### config.mk
export PLATFORM = sky130hd
export DESIGN_NAME = fifo_mc
export DESIGN_NICKNAME = d
export VERILOG_FILES = /design/src/rtl/fifo_mc.sv
export SDC_FILE = /design/constraint.sdc
export NUM_CORES = 1
export LEC_CHECK = 0
export CAP_MARGIN = 30
export CORE_ASPECT_RATIO = 0.7
export CORE_MARGIN = 3
export CORE_UTILIZATION = 45
export CTS_BUF_LIST = sky130_fd_sc_hd__clkbuf_4 sky130_fd_sc_hd__clkbuf_8 sky130_fd_sc_hd__clkbuf_16
export DETAILED_ROUTE_END_ITERATION = 12
export GPL_TIMING_DRIVEN = 0
export PLACE_DENSITY = 0.68
export SYNTH_ARGS = -nofsm -noshare
export SYNTH_HDL_FRONTEND = slang
export SYNTH_SLANG_ARGS = --single-unit
### constraint.sdc
create_clock -name clk_i -period 5.4 [get_ports clk_i]
set_input_delay 0.81 -clock clk_i [delete_from_list [all_inputs] [get_ports clk_i]]
set_output_delay 0.81 -clock clk_i [all_outputs]
set_load 0.03 [all_outputs]
### src/rtl/fifo_mc.sv
// Multi-channel synchronous FIFO: chan_p independent queues sharing one write
// port and one read port, with per-channel status, clear and optional empty bypass.
module fifo_mc #(
  parameter int data_width_p   = 32,
  parameter int els_p          = 4,
  parameter int chan_p         = 2,
  parameter int afull_thresh_p = els_p - 1,
  parameter bit bypass_p       = 1'b1,
  localparam int cw = (chan_p > 1) ? $clog2(chan_p) : 1,
  localparam int nw = $clog2(els_p + 1),
  localparam int pw = (els_p > 1) ? $clog2(els_p) : 1
) (
  input  logic                     clk_i,
  input  logic                     nreset_i,
  input  logic                     wr_i,
  input  logic [cw-1:0]            wr_chan_i,
  input  logic [data_width_p-1:0]  wdata_i,
  input  logic                     rd_i,
  input  logic [cw-1:0]            rd_chan_i,
  input  logic [chan_p-1:0]        clr_i,
  output logic [chan_p-1:0]        full_o,
  output logic [chan_p-1:0]        afull_o,
  output logic [chan_p-1:0]        empty_o,
  output logic [chan_p*nw-1:0]     count_o,
  output logic                     rvalid_o,
  output logic [data_width_p-1:0]  rdata_o
);

  logic [data_width_p-1:0] mem_q [chan_p][els_p];

  logic [chan_p-1:0][nw-1:0] cnt_all;
  logic [chan_p-1:0][pw-1:0] wptr_all;
  logic [chan_p-1:0][pw-1:0] rptr_all;

  logic          w_ok, r_ok;
  logic [cw-1:0] w_idx, r_idx;
  logic          same, full_w, empty_r;
  logic          enq, deq;

  // A select can only be out of range when chan_p is not a power of two.
  generate
    if (chan_p == (1 << cw)) begin : g_sel_full
      assign w_ok = 1'b1;
      assign r_ok = 1'b1;
    end else begin : g_sel_part
      assign w_ok = ({1'b0, wr_chan_i} < (cw+1)'(chan_p));
      assign r_ok = ({1'b0, rd_chan_i} < (cw+1)'(chan_p));
    end
  endgenerate

  assign w_idx   = w_ok ? wr_chan_i : '0;
  assign r_idx   = r_ok ? rd_chan_i : '0;
  assign same    = w_ok & r_ok & (wr_chan_i == rd_chan_i);
  assign full_w  = (cnt_all[w_idx] == nw'(els_p));
  assign empty_r = (cnt_all[r_idx] == '0);

  // A same-channel read frees a slot for a write to a full channel.
  assign enq = wr_i & w_ok & ~clr_i[w_idx] & (~full_w | (rd_i & same));
  assign deq = rd_i & r_ok & ~clr_i[r_idx] & (~empty_r | (bypass_p & wr_i & same));

  always_comb begin
    rdata_o  = '0;
    rvalid_o = 1'b0;
    if (r_ok && !empty_r) begin
      rdata_o  = mem_q[r_idx][rptr_all[r_idx]];
      rvalid_o = rd_i & ~clr_i[r_idx];
    end else if (bypass_p && wr_i && same && !clr_i[r_idx]) begin
      rdata_o  = wdata_i;
      rvalid_o = rd_i;
    end
  end

  // On bypass the slot is still written; both pointers advance past it.
  always_ff @(posedge clk_i) begin
    if (enq) begin
      mem_q[w_idx][wptr_all[w_idx]] <= wdata_i;
    end
  end

  generate
    for (genvar gi = 0; gi < chan_p; gi++) begin : g_chan
      logic          enq_c, deq_c;
      logic [nw-1:0] cnt_q, cnt_d;
      logic [pw-1:0] wptr_q, wptr_d, rptr_q, rptr_d;

      assign enq_c = enq & (w_idx == cw'(gi));
      assign deq_c = deq & (r_idx == cw'(gi));

      always_comb begin
        wptr_d = wptr_q;
        rptr_d = rptr_q;
        cnt_d  = cnt_q;
        if (enq_c) begin
          wptr_d = (wptr_q == pw'(els_p - 1)) ? '0 : wptr_q + pw'(1);
        end
        if (deq_c) begin
          rptr_d = (rptr_q == pw'(els_p - 1)) ? '0 : rptr_q + pw'(1);
        end
        if (enq_c && !deq_c) begin
          cnt_d = cnt_q + nw'(1);
        end else if (deq_c && !enq_c) begin
          cnt_d = cnt_q - nw'(1);
        end
      end

      always_ff @(posedge clk_i) begin
        if (!nreset_i || clr_i[gi]) begin
          wptr_q <= '0;
          rptr_q <= '0;
          cnt_q  <= '0;
        end else begin
          wptr_q <= wptr_d;
          rptr_q <= rptr_d;
          cnt_q  <= cnt_d;
        end
      end

      assign cnt_all[gi]            = cnt_q;
      assign wptr_all[gi]           = wptr_q;
      assign rptr_all[gi]           = rptr_q;
      assign full_o[gi]             = (cnt_q == nw'(els_p));
      assign afull_o[gi]            = (cnt_q >= nw'(afull_thresh_p));
      assign empty_o[gi]            = (cnt_q == '0);
      assign count_o[gi*nw +: nw]   = cnt_q;
    end
  endgenerate

  a_wr_chan_range: assert property (@(posedge clk_i) disable iff (!nreset_i) !(wr_i && !w_ok));
  a_rd_chan_range: assert property (@(posedge clk_i) disable iff (!nreset_i) !(rd_i && !r_ok));

endmodule
==> results of run 1 <==
-- logic make-up (layout without fill, tap and decap cells) --
group | Yosys count | in the layout | share of synthesized area
mux | 107 | 107 | 0.103
fa+ha+maj | 8 | 8 | 0.0105
compound gates | 106 | 106 | 0.0727
xor+xnor | 5 | 5 | 0.00401
flops | 270 | 270 | 0.729
buf+inv | 42 | 184 | 0.0192
simple gates | 143 | 143 | 0.0616
-- per-layer routing --
layer | up-vias | wire [µm] | GRT usage
met3 | 38 | 1660 | 0.0296
met1 | 3262 | 11400 | 0.283
li1 | 2929 | - | -
met2 | 238 | 12100 | 0.318
met5 | - | 0 | 0
met4 | 0 | 463 | 0.0421
-- final timing paths --
check / start / end / slack, ns / cells after the start
setup / recovery: g_chan[0].rptr_q[0] / rdata_o[19] / 1.40 / 7
hold / removal: g_chan[1].cnt_q[2] / g_chan[1].cnt_q[2] / 0.54 / 2
setup reg to reg: g_chan[0].cnt_q[0] / mem_q[0][82] / 2.82 / 5
hold reg to reg: g_chan[1].cnt_q[2] / g_chan[1].cnt_q[2] / 0.54 / 2
-- critical path, stage by stage, from the launching register on --
cell             delay (ns)
dfxtp_1                0.44
buf_2                  0.30
mux2_2                 0.23
clkbuf_1               0.51
nand2_1                0.13
nand3_1                0.13
a32o_1                 0.23
clkdlybuf4s50_1        0.69
-- placed cells by master, fill, tap and decap left out, types with 3 or more instances in the layout --
cell type	n
edfxtp_1	256
mux2i_1	101
clkdlybuf4s50_1	83
nand2_1	74
a21oi_1	34
a22oi_1	30
nand3_1	30
a32o_1	30
clkbuf_16	25
clkbuf_1	18
buf_2	15
dfxtp_1	14
buf_6	12
nor2_1	8
ha_1	6
nor2b_1	5
or3_1	5
clkinv_2	5
clkbuf_4	5
nor3b_1	4
inv_1	4
mux4_2	4
xor2_1	4
buf_12	4
nor3_2	3
clkbuf_8	3
clkinv_1	3
-- power breakdown --
group	total, mW	switching, mW	internal, mW	leakage (nW)
Combinational	0.324	0.194	0.131	1.43
Sequential	2.32	0.00772	2.31	2.43
Clock	1.68	0.720	0.964	0.395
Total	4.33	0.922	3.41	4.25
-- layout make-up --
| cell class | count | share of cell area |
|---|---|---|
| clock buffers | 33 | 0.0534 |
| multi-input cells | 369 | 0.211 |
| flip-flops and latches | 270 | 0.604 |
| plain buffers | 38 | 0.0148 |
| well taps | 318 | 0.0302 |
| clock inverters | 12 | 0.00664 |
| repair buffers | 97 | 0.0791 |
| inverters | 4 | 0.00114 |
-- sequential cells by signal, summed over array words and instances, names as in the netlist --
register       cells
g_chan.wptr_q      4
mem_q            256
g_chan.cnt_q       6
g_chan.rptr_q      4
-- per-stage QoR --
stage | area [µm²] | setup slack [ns] | cells
after CTS | 13200 | 1.32 | 1141
after global routing | 13200 | 1.19 | 1141
after floorplan | 10900 | 0.971 | 681
final | 13200 | 1.40 | 1141
after detailed placement | 12400 | 1.55 | 1096
after global placement | 12200 | -1.78 | 1082
==> impl_metrics.ini, run 1 <==
[worst_setup_path]
endpoint_kind = primary output
cp.arrival_ns = 3.19
crit_fanout = 10
critPathRequiredTime_ns = 4.59
critical_path_class = reg -> out
setup.worst_path.start_class = flop

[logic_synthesis]
avgSynthCellArea_um2 = 16.0
synth.cell_area_um2 = 10900
synthesis.yosys.warnings = 0
synth_area_leader_cell = edfxtp_1
synthArstFlopShare = 0
synth_cells = 681
synth_sequential_area_ratio = 0.729
netlist-cell-type-count = 38
synth.most_common_cell = edfxtp_1
yosys_most_used_dff = edfxtp_1
yosysTopAreaCellShare = 0.703
synthesis.nets = 729
postSynthRegisterBits = 270
synth.area.top_cells = edfxtp_1, mux2i_1, a32o_1
yosys-top-cells-count = edfxtp_1, mux2i_1, nand2_1
synth-edff-count = 256

[placed_design]
place.gp.congestion = 0.784
port_buffers = 83
hpwlAfterDp_mm = 16.7

[job]
drv_cap = 0

[sta]
final.min_clock_period_ns = 4.00
setup_viols_final = 0
max_slew_margin = 0.332
worst_hold_slack_ns = 0.544
finClkSkew_ns = 0.00444
grt_setup_unrepaired = false
number_of_failing_hold_endpoints_at_the_final_stage = 0
max_freq_ghz = 0.250
period_share = 0.740
timing.final.max_slew_violations = 0
fin_setup_tns_ns = 0
actual_slew_at_the_worst_max_slew_pin_ns = 0.997

[cts]
clkTransAtPathRegs_ns = 0.06
cts_made_buffers = 25
number_of_buffers_inserted_for_hold_repair_after_clock_tree_synthesis = 0
clock_tree.root_cell = clkbuf_16
cts_post_setup_buffers_inserted = 0
post_cts_resize_count = 0
cts_htree_levels = 1
clock_tree.buffer_depth = 3
clk_latency_ns = 0.51
cts_tree = done
clock-sinks = 270

[hold_path]
hold_class = reg -> reg

[status]
run_status = completed

[detailed_routing]
routed_wire_length_per_instance_um = 22.5
total_wirelength_of_the_detailed_routed_design_mm = 25.7
viasPerCell = 5.67
drtIter0Drc = 672
drt-pass1-iter-count = 5
vias = 6467
route.detailed.drc = 0
routed_antenna_nets = 0

[global_route]
grt_start_max_net_pins = 33
total_routing_usage_gr = 0.196
via_count_of_the_first_global_routing_pass = 6456
globalRoute.totalOverflow = 0
grt_antenna_before_repair = 0
grt_first_pass_wirelength_mm = 38.3

[cells_and_area]
multi_input_comb_area_um2 = 2780
fin_nets = 853
final_layout_size_suffix_gt1_frac = 0.115
flow.area_growth_from_synthesis_pct = 20.7
register_area_um2 = 7970
antenna_cells_inserted = 0
final_core_util = 0.555
number_of_filler_instances_in_the_final_layout = 1868

[power]
total_power_mw = 4.33
power_per_cell_area_nw_per_um2 = 328
vdd.ir_drop.worst_uv = 232
p_leak_nw = 4.25

[die]
initial_core_util = 0.460
die-height_um = 136
rows = 47
die_w_um = 192
ioPinCount = 85
placeable_area_um2 = 23800
fp.dieArea_um2 = 26200
(Power assumes the default switching activity.)
==> inputs of run 2 (changes only) <==
==> constraint.sdc (replaced) <==
create_clock -name clk_i -period 3.8 [get_ports clk_i]
set_input_delay 0.57 -clock clk_i [delete_from_list [all_inputs] [get_ports clk_i]]
set_output_delay 0.57 -clock clk_i [all_outputs]
set_load 0.03 [all_outputs]
==> run 2 against run 1 <==
Power is 45% higher. Routed wire length grew 1.3%. Largest cell class unchanged. Clock power is 49% higher. First-iteration DRC count shrank 12%. Global-route usage grew 0.41 points. Flip-flop and latch count did not move. Core utilization grew 0.47 points. Critical endpoint is now rdata_o[31]. Sequential share of layout area is 0.51 points lower. Worst setup slack got worse by 1.2 ns.
==> impl_metrics.ini, run 2 (synthesized netlist as in run 1, its figures left out) <==
[status]
run_status = completed

[global_route]
grt_start_max_net_pins = 23
grt_first_pass_wirelength_mm = 38.6
globalRoute.totalOverflow = 0
grt_antenna_before_repair = 0
total_routing_usage_gr = 0.200
via_count_of_the_first_global_routing_pass = 6445

[cells_and_area]
final_layout_size_suffix_gt1_frac = 0.122
most_common_cell_after_layout_fill_and_taps_aside = edfxtp_1
stdcell_area_um2 = 13300
final_cell_mix = edfxtp_1, mux2i_1, clkdlybuf4s50_1, nand2_1, a21oi_1
flow.area_growth_from_synthesis_pct = 21.8
antenna_cells_inserted = 0
final_core_util = 0.560
flip_flop_count_of_the_largest_register_after_layout = 256
stdcell_count = 1141
fin_nets = 851

[die]
placeable_area_um2 = 23800
initial_core_util = 0.460
die_w_um = 192
die-height_um = 136
ioPinCount = 85
fp.dieArea_um2 = 26200
rows = 47

[cts]
clock_tree.buffer_depth = 3
cts_htree_levels = 1
cts_made_buffers = 26
number_of_buffers_inserted_for_hold_repair_after_clock_tree_synthesis = 0
clock_tree.root_cell = clkbuf_16
clock-sinks = 270
clk_latency_ns = 0.53
cts_post_setup_buffers_inserted = 0
cts_tree = done
clkTransAtPathRegs_ns = 0.06

[detailed_routing]
drt-pass1-iter-count = 5
route.detailed.drc = 0
viasPerCell = 5.69
routed_wire_length_per_instance_um = 22.8
drtIter0Drc = 592
routed_antenna_nets = 0
total_wirelength_of_the_detailed_routed_design_mm = 26.0
vias = 6489

[sta]
final.min_clock_period_ns = 3.64
timing.final.max_slew_violations = 0
fin_ws_ns = 0.159
setup_viols_final = 0
actual_slew_at_the_worst_max_slew_pin_ns = 0.796
grt_setup_unrepaired = false
period_share = 0.958
number_of_failing_hold_endpoints_at_the_final_stage = 0
max_freq_ghz = 0.275
max_slew_margin = 0.469
finClkSkew_ns = 0.00942
fin_setup_tns_ns = 0

[worst_setup_path]
critical_path_class = reg -> out
critPathRequiredTime_ns = 3.23
crit_chain = buf_2 > mux2i_1 > clkbuf_1 > nand2_1 > nand3_1 > a32o_1 > clkdlybuf4s50_1
setup.worst_path.start_class = flop
crit_fanout = 10
critical_path.slowest_cell = clkdlybuf4s50_1
cp.arrival_ns = 3.07
endpoint_kind = primary output
critical_path_buf_inv_count = 3
path_delay_family = buffers and inverters
slowest_delay_ns = 0.70

[job]
drv_cap = 0

[placed_design]
place_inst = 1093
hpwlAfterDp_mm = 16.7
place_worst_setup_slack_ns = 0.379
dpl-instance-area_um2 = 12400
place.gp.congestion = 0.794
port_buffers = 83

[hold_path]
hold_class = reg -> reg

[power]
power_per_cell_area_nw_per_um2 = 471
p_leak_nw = 4.28
vdd.ir_drop.worst_uv = 437
run 2: worst paths after layout:
kind,start,to,slack [ns],cells past startpoint
setup / recovery,g_chan[0].rptr_q[0],rdata_o[31],0.16,7
setup reg to reg,g_chan[0].cnt_q[0],g_chan[0].cnt_q[2],1.16,9
hold reg to reg,g_chan[1].rptr_q[1],g_chan[1].rptr_q[1],0.55,2
hold / removal,g_chan[1].rptr_q[1],g_chan[1].rptr_q[1],0.55,2
run 2: layout make-up:
type / count / area [µm²]
clock buffers: 35 / 748
clock inverters: 13 / 97.6
multi-input cells: 369 / 2820
plain buffers: 38 / 200
well taps: 318 / 398
inverters: 4 / 15.0
repair buffers: 94 / 1070
fillers: 1844 / 10500
flip-flops and latches: 270 / 7970
run 2: worst min-delay path: stages (launching register included):
cell and delay [ns]:
dfxtp_1 0.35, nand2_1 0.08, mux2i_1 0.07
run 2: repair_timing:
item                       CTS  global route
setup endpoints to repair    1            21
gates resized for setup      1             8
cloned                       0             0
run 2: per-stage QoR:
stage	hold WS [ns]	power, mW
floorplan	0.475	3.59
global placement	0.506	3.80
detailed placement	0.542	3.82
CTS	0.553	6.31
global route	0.590	6.48
finish	0.552	6.27
run 2: power by group:
part	internal [mW]	total, mW	leakage (nW)	switching (mW)
clock	1.45	2.51	0.416	1.05
combinational	0.190	0.469	1.44	0.279
sequential	3.28	3.30	2.43	0.0122
total	4.92	6.27	4.28	1.34
run 2: metal layers:
layer  up-vias  GRT usage  part of all wire
met5         -          0                 0
met2       258      0.312              0.46
li1       2921          -                 -
met4         0     0.0558             0.025
met3        46     0.0376             0.072
met1      3264      0.290              0.45
==> inputs of run 3 (changes only) <==
--- a/config.mk
+++ b/config.mk
@@ -10,6 +10,7 @@
 export CORE_MARGIN = 3
 export CORE_UTILIZATION = 45
 export CTS_BUF_LIST = sky130_fd_sc_hd__clkbuf_4 sky130_fd_sc_hd__clkbuf_8 sky130_fd_sc_hd__clkbuf_16
+export CTS_CLUSTER_SIZE = 30
 export DETAILED_ROUTE_END_ITERATION = 12
 export GPL_TIMING_DRIVEN = 0
 export PLACE_DENSITY = 0.68
==> results of run 3 <==
Same layout as run 2: the final DEF is identical, and so are final timing and power.
==> RTL change (settings of run 3) <==
Set the parameter `bypass_p` to 1'b0 (it was 1'b1).
--- a/src/rtl/fifo_mc.sv
+++ b/src/rtl/fifo_mc.sv
@@ -7,3 +7,3 @@
   parameter int afull_thresh_p = els_p - 1,
-  parameter bit bypass_p       = 1'b1,
+  parameter bit bypass_p       = 1'b0,
   localparam int cw = (chan_p > 1) ? $clog2(chan_p) : 1,
Behaviour: not the same (Yosys sat finds a counterexample within 4 cycles, from zero or initial values).
==> RTL change against run 3 <==
- sequential cell count did not move
- wire length fell by 9.5%
- worst setup slack got worse by 4.8 ps
- total power fell by 4.5%
- count of clock-buffer cells in the layout fell by 3
- design area fell by 2.0%
- synthesized area fell by 1.6%
- critical path type unchanged
- largest power group unchanged
==> RTL change: results (changes against run 3) <==
[outcome]
status = finished clean

[drt]
drt-pass1-iter-count = 4  ; -1
wl_per_cell_um = 22.1  ; -3.1%
wl_met1_um = 10700  ; -7.8%
drtIter0Drc = 533  ; -10%
wl_met2_um = 10900  ; -8.5%
wl_met3_um = 1540  ; -18%
maxUsedRoutingLayer = met4
num_vias = 5993  ; -7.6%

[worst_setup_path]
critPathMaxFanout = 10  ; unchanged
cp_slowest_cell = clkdlybuf4s50_1
worstPathArrival_ps = 3080  ; about the same
critPathMaxStageDelay_ps = 740  ; +40 ps

[place]
gp_congestion = 0.752  ; -5.3%
hpwl_um = 15200  ; -9.2%
io_buffers = 83  ; unchanged
dpl_cell_area_mm2 = 0.0122  ; -1.7%

[grt]
grt_usage = 0.181  ; -0.0190
grt_use_met1 = 0.264  ; -0.0257
antenna_found_initial = 0  ; unchanged
grt.met3_usage = 0.0344  ; -0.00324
grt_max_degree = 33  ; +43%
grt_first_pass_wirelength_um = 35400  ; -8.2%
grt_pass1_vias = 6056  ; -6.0%
gr-usage-met2 = 0.286  ; -0.0259

[logic_synthesis]
synth_nets = 665  ; -8.8%
synth_common_cells = 256 x edfxtp_1, 107 x mux2i_1, 33 x nor2b_1
yosysSeqAreaShare = 0.741  ; +0.0119
netlist-cell-type-count = 32  ; -16%
synth_edf_count = 256  ; unchanged
ys_warn_count = 0  ; unchanged
async_reset_ff_frac = 0  ; unchanged
synth_area_leaders = edfxtp_1 71%, mux2i_1 10%, a211o_1 2.6%, dfxtp_1 2.6%, o221ai_1 2.6%
synthFlopType = edfxtp_1

[sta]
clock_skew_ps = 15.7  ; +6.25 ps
worst_pin_slew_ps = 947  ; +151 ps

[flow_run]
maxCapViolCount = 0  ; unchanged

[finish]
drive_gt1_frac = 0.120  ; -0.00198
nFillCells = 1759  ; -4.6%
largest_reg_flops = 256  ; unchanged
final_nets = 784  ; -7.9%

[cts]
clk_path_buf_depth = 3  ; unchanged
h-tree-depth = 1  ; unchanged
clock_latency_ps = 530  ; about the same
cts_inserted_buffers = 26  ; unchanged
cts_root_buf = clkbuf_16

[min_path]
holdCritPathClass = flip-flop to flip-flop

[power_and_ir_drop]
irDropWorstVdd_uv = 321  ; -26%
leakagePower_nw = 4.60  ; +7.3%

RTL change: changes by cell type in the layout (fill, tap and decap cells not counted), moves of 28 or more:
cell	run 3	this run
nand3_1	30	0
a21oi_1	34	3
a22oi_1	30	0
o221ai_1	0	32
a32o_1	30	0
nand2_1	74	7
a211oi_1	0	32
a211o_1	2	32
nor2b_1	5	33
RTL change: through the flow:
step / power, W / util / setup TNS (ps) / std cells / worst slack [ps]
6_report: 0.00599 / 0.565 / 0 / 1066 / 154
5_1_grt: 0.00617 / 0.565 / 0 / 1065 / 10.8
4_1_cts: 0.00603 / 0.565 / 0 / 1065 / 9.55
3_5_place_dp: 0.00366 / 0.530 / 0 / 1020 / 517
3_3_place_gp: 0.00363 / 0.519 / -192670 / 1012 / -1130
2_1_floorplan: 0.00349 / - / 0 / 617 / 505
RTL change: critical path, delay by kind of cell (launching register included):
family | cells | cell delay, ps
flops | 1 | 480
simple gates | 2 | 490
compound gates | 1 | 340
buf+inv | 3 | 1240
RTL change: final cells by class:
type / instances / area [um^2] / area share
Tap cell: 312 / 390 / 0.0299
Antenna cell: 1 / 2.50 / 0.000192
Timing Repair Buffer: 91 / 1040 / 0.0796
Inverter: 6 / 22.5 / 0.00173
Buffer: 37 / 219 / 0.0168
Multi-Input combinational cell: 304 / 2610 / 0.200
Clock inverter: 13 / 100 / 0.00767
Clock buffer: 32 / 696 / 0.0533
Sequential cell: 270 / 7970 / 0.611
RTL change: worst paths after layout:
| check | from | endpoint | slack, ps | cells past startpoint |
|---|---|---|---|---|
| setup / recovery | g_chan[1].cnt_q[0]$_SDFFE_PP0P_ | rdata_o[6] | 150 | 6 |
| setup reg to reg | g_chan[0].cnt_q[0]$_SDFFE_PP0P_ | g_chan[0].cnt_q[2]$_SDFFE_PP0P_ | 1220 | 8 |
| hold / removal | g_chan[1].cnt_q[2]$_SDFFE_PP0P_ | g_chan[1].cnt_q[2]$_SDFFE_PP0P_ | 560 | 2 |
| hold reg to reg | g_chan[1].cnt_q[2]$_SDFFE_PP0P_ | g_chan[1].cnt_q[2]$_SDFFE_PP0P_ | 560 | 2 |
RTL change: kinds of logic after synthesis:
kind of cell,after synthesis,share of synthesized area
AOI/OAI and AO/OA,106,0.0828
adders and majority gates,8,0.0107
buffers and inverters,43,0.0214
xor gates and xnor gates,4,0.00326
and+or+nand+nor,79,0.0412
muxes,107,0.0996
DFF,270,0.741
RTL change: power breakdown:
group	switching [W]	internal, W	leakage, nW	total (W)
Combinational	0.000180	0.000120	1.77	0.000300
Sequential	0.0000104	0.00328	2.43	0.00329
Clock	0.00103	0.00137	0.401	0.00239
Total	0.00122	0.00477	4.60	0.00599
RTL change: timing repair:
action                     4_1_cts  5_1_grt
setup endpoints to repair        4       22
buffers inserted                 0        0
resized for setup                3       10
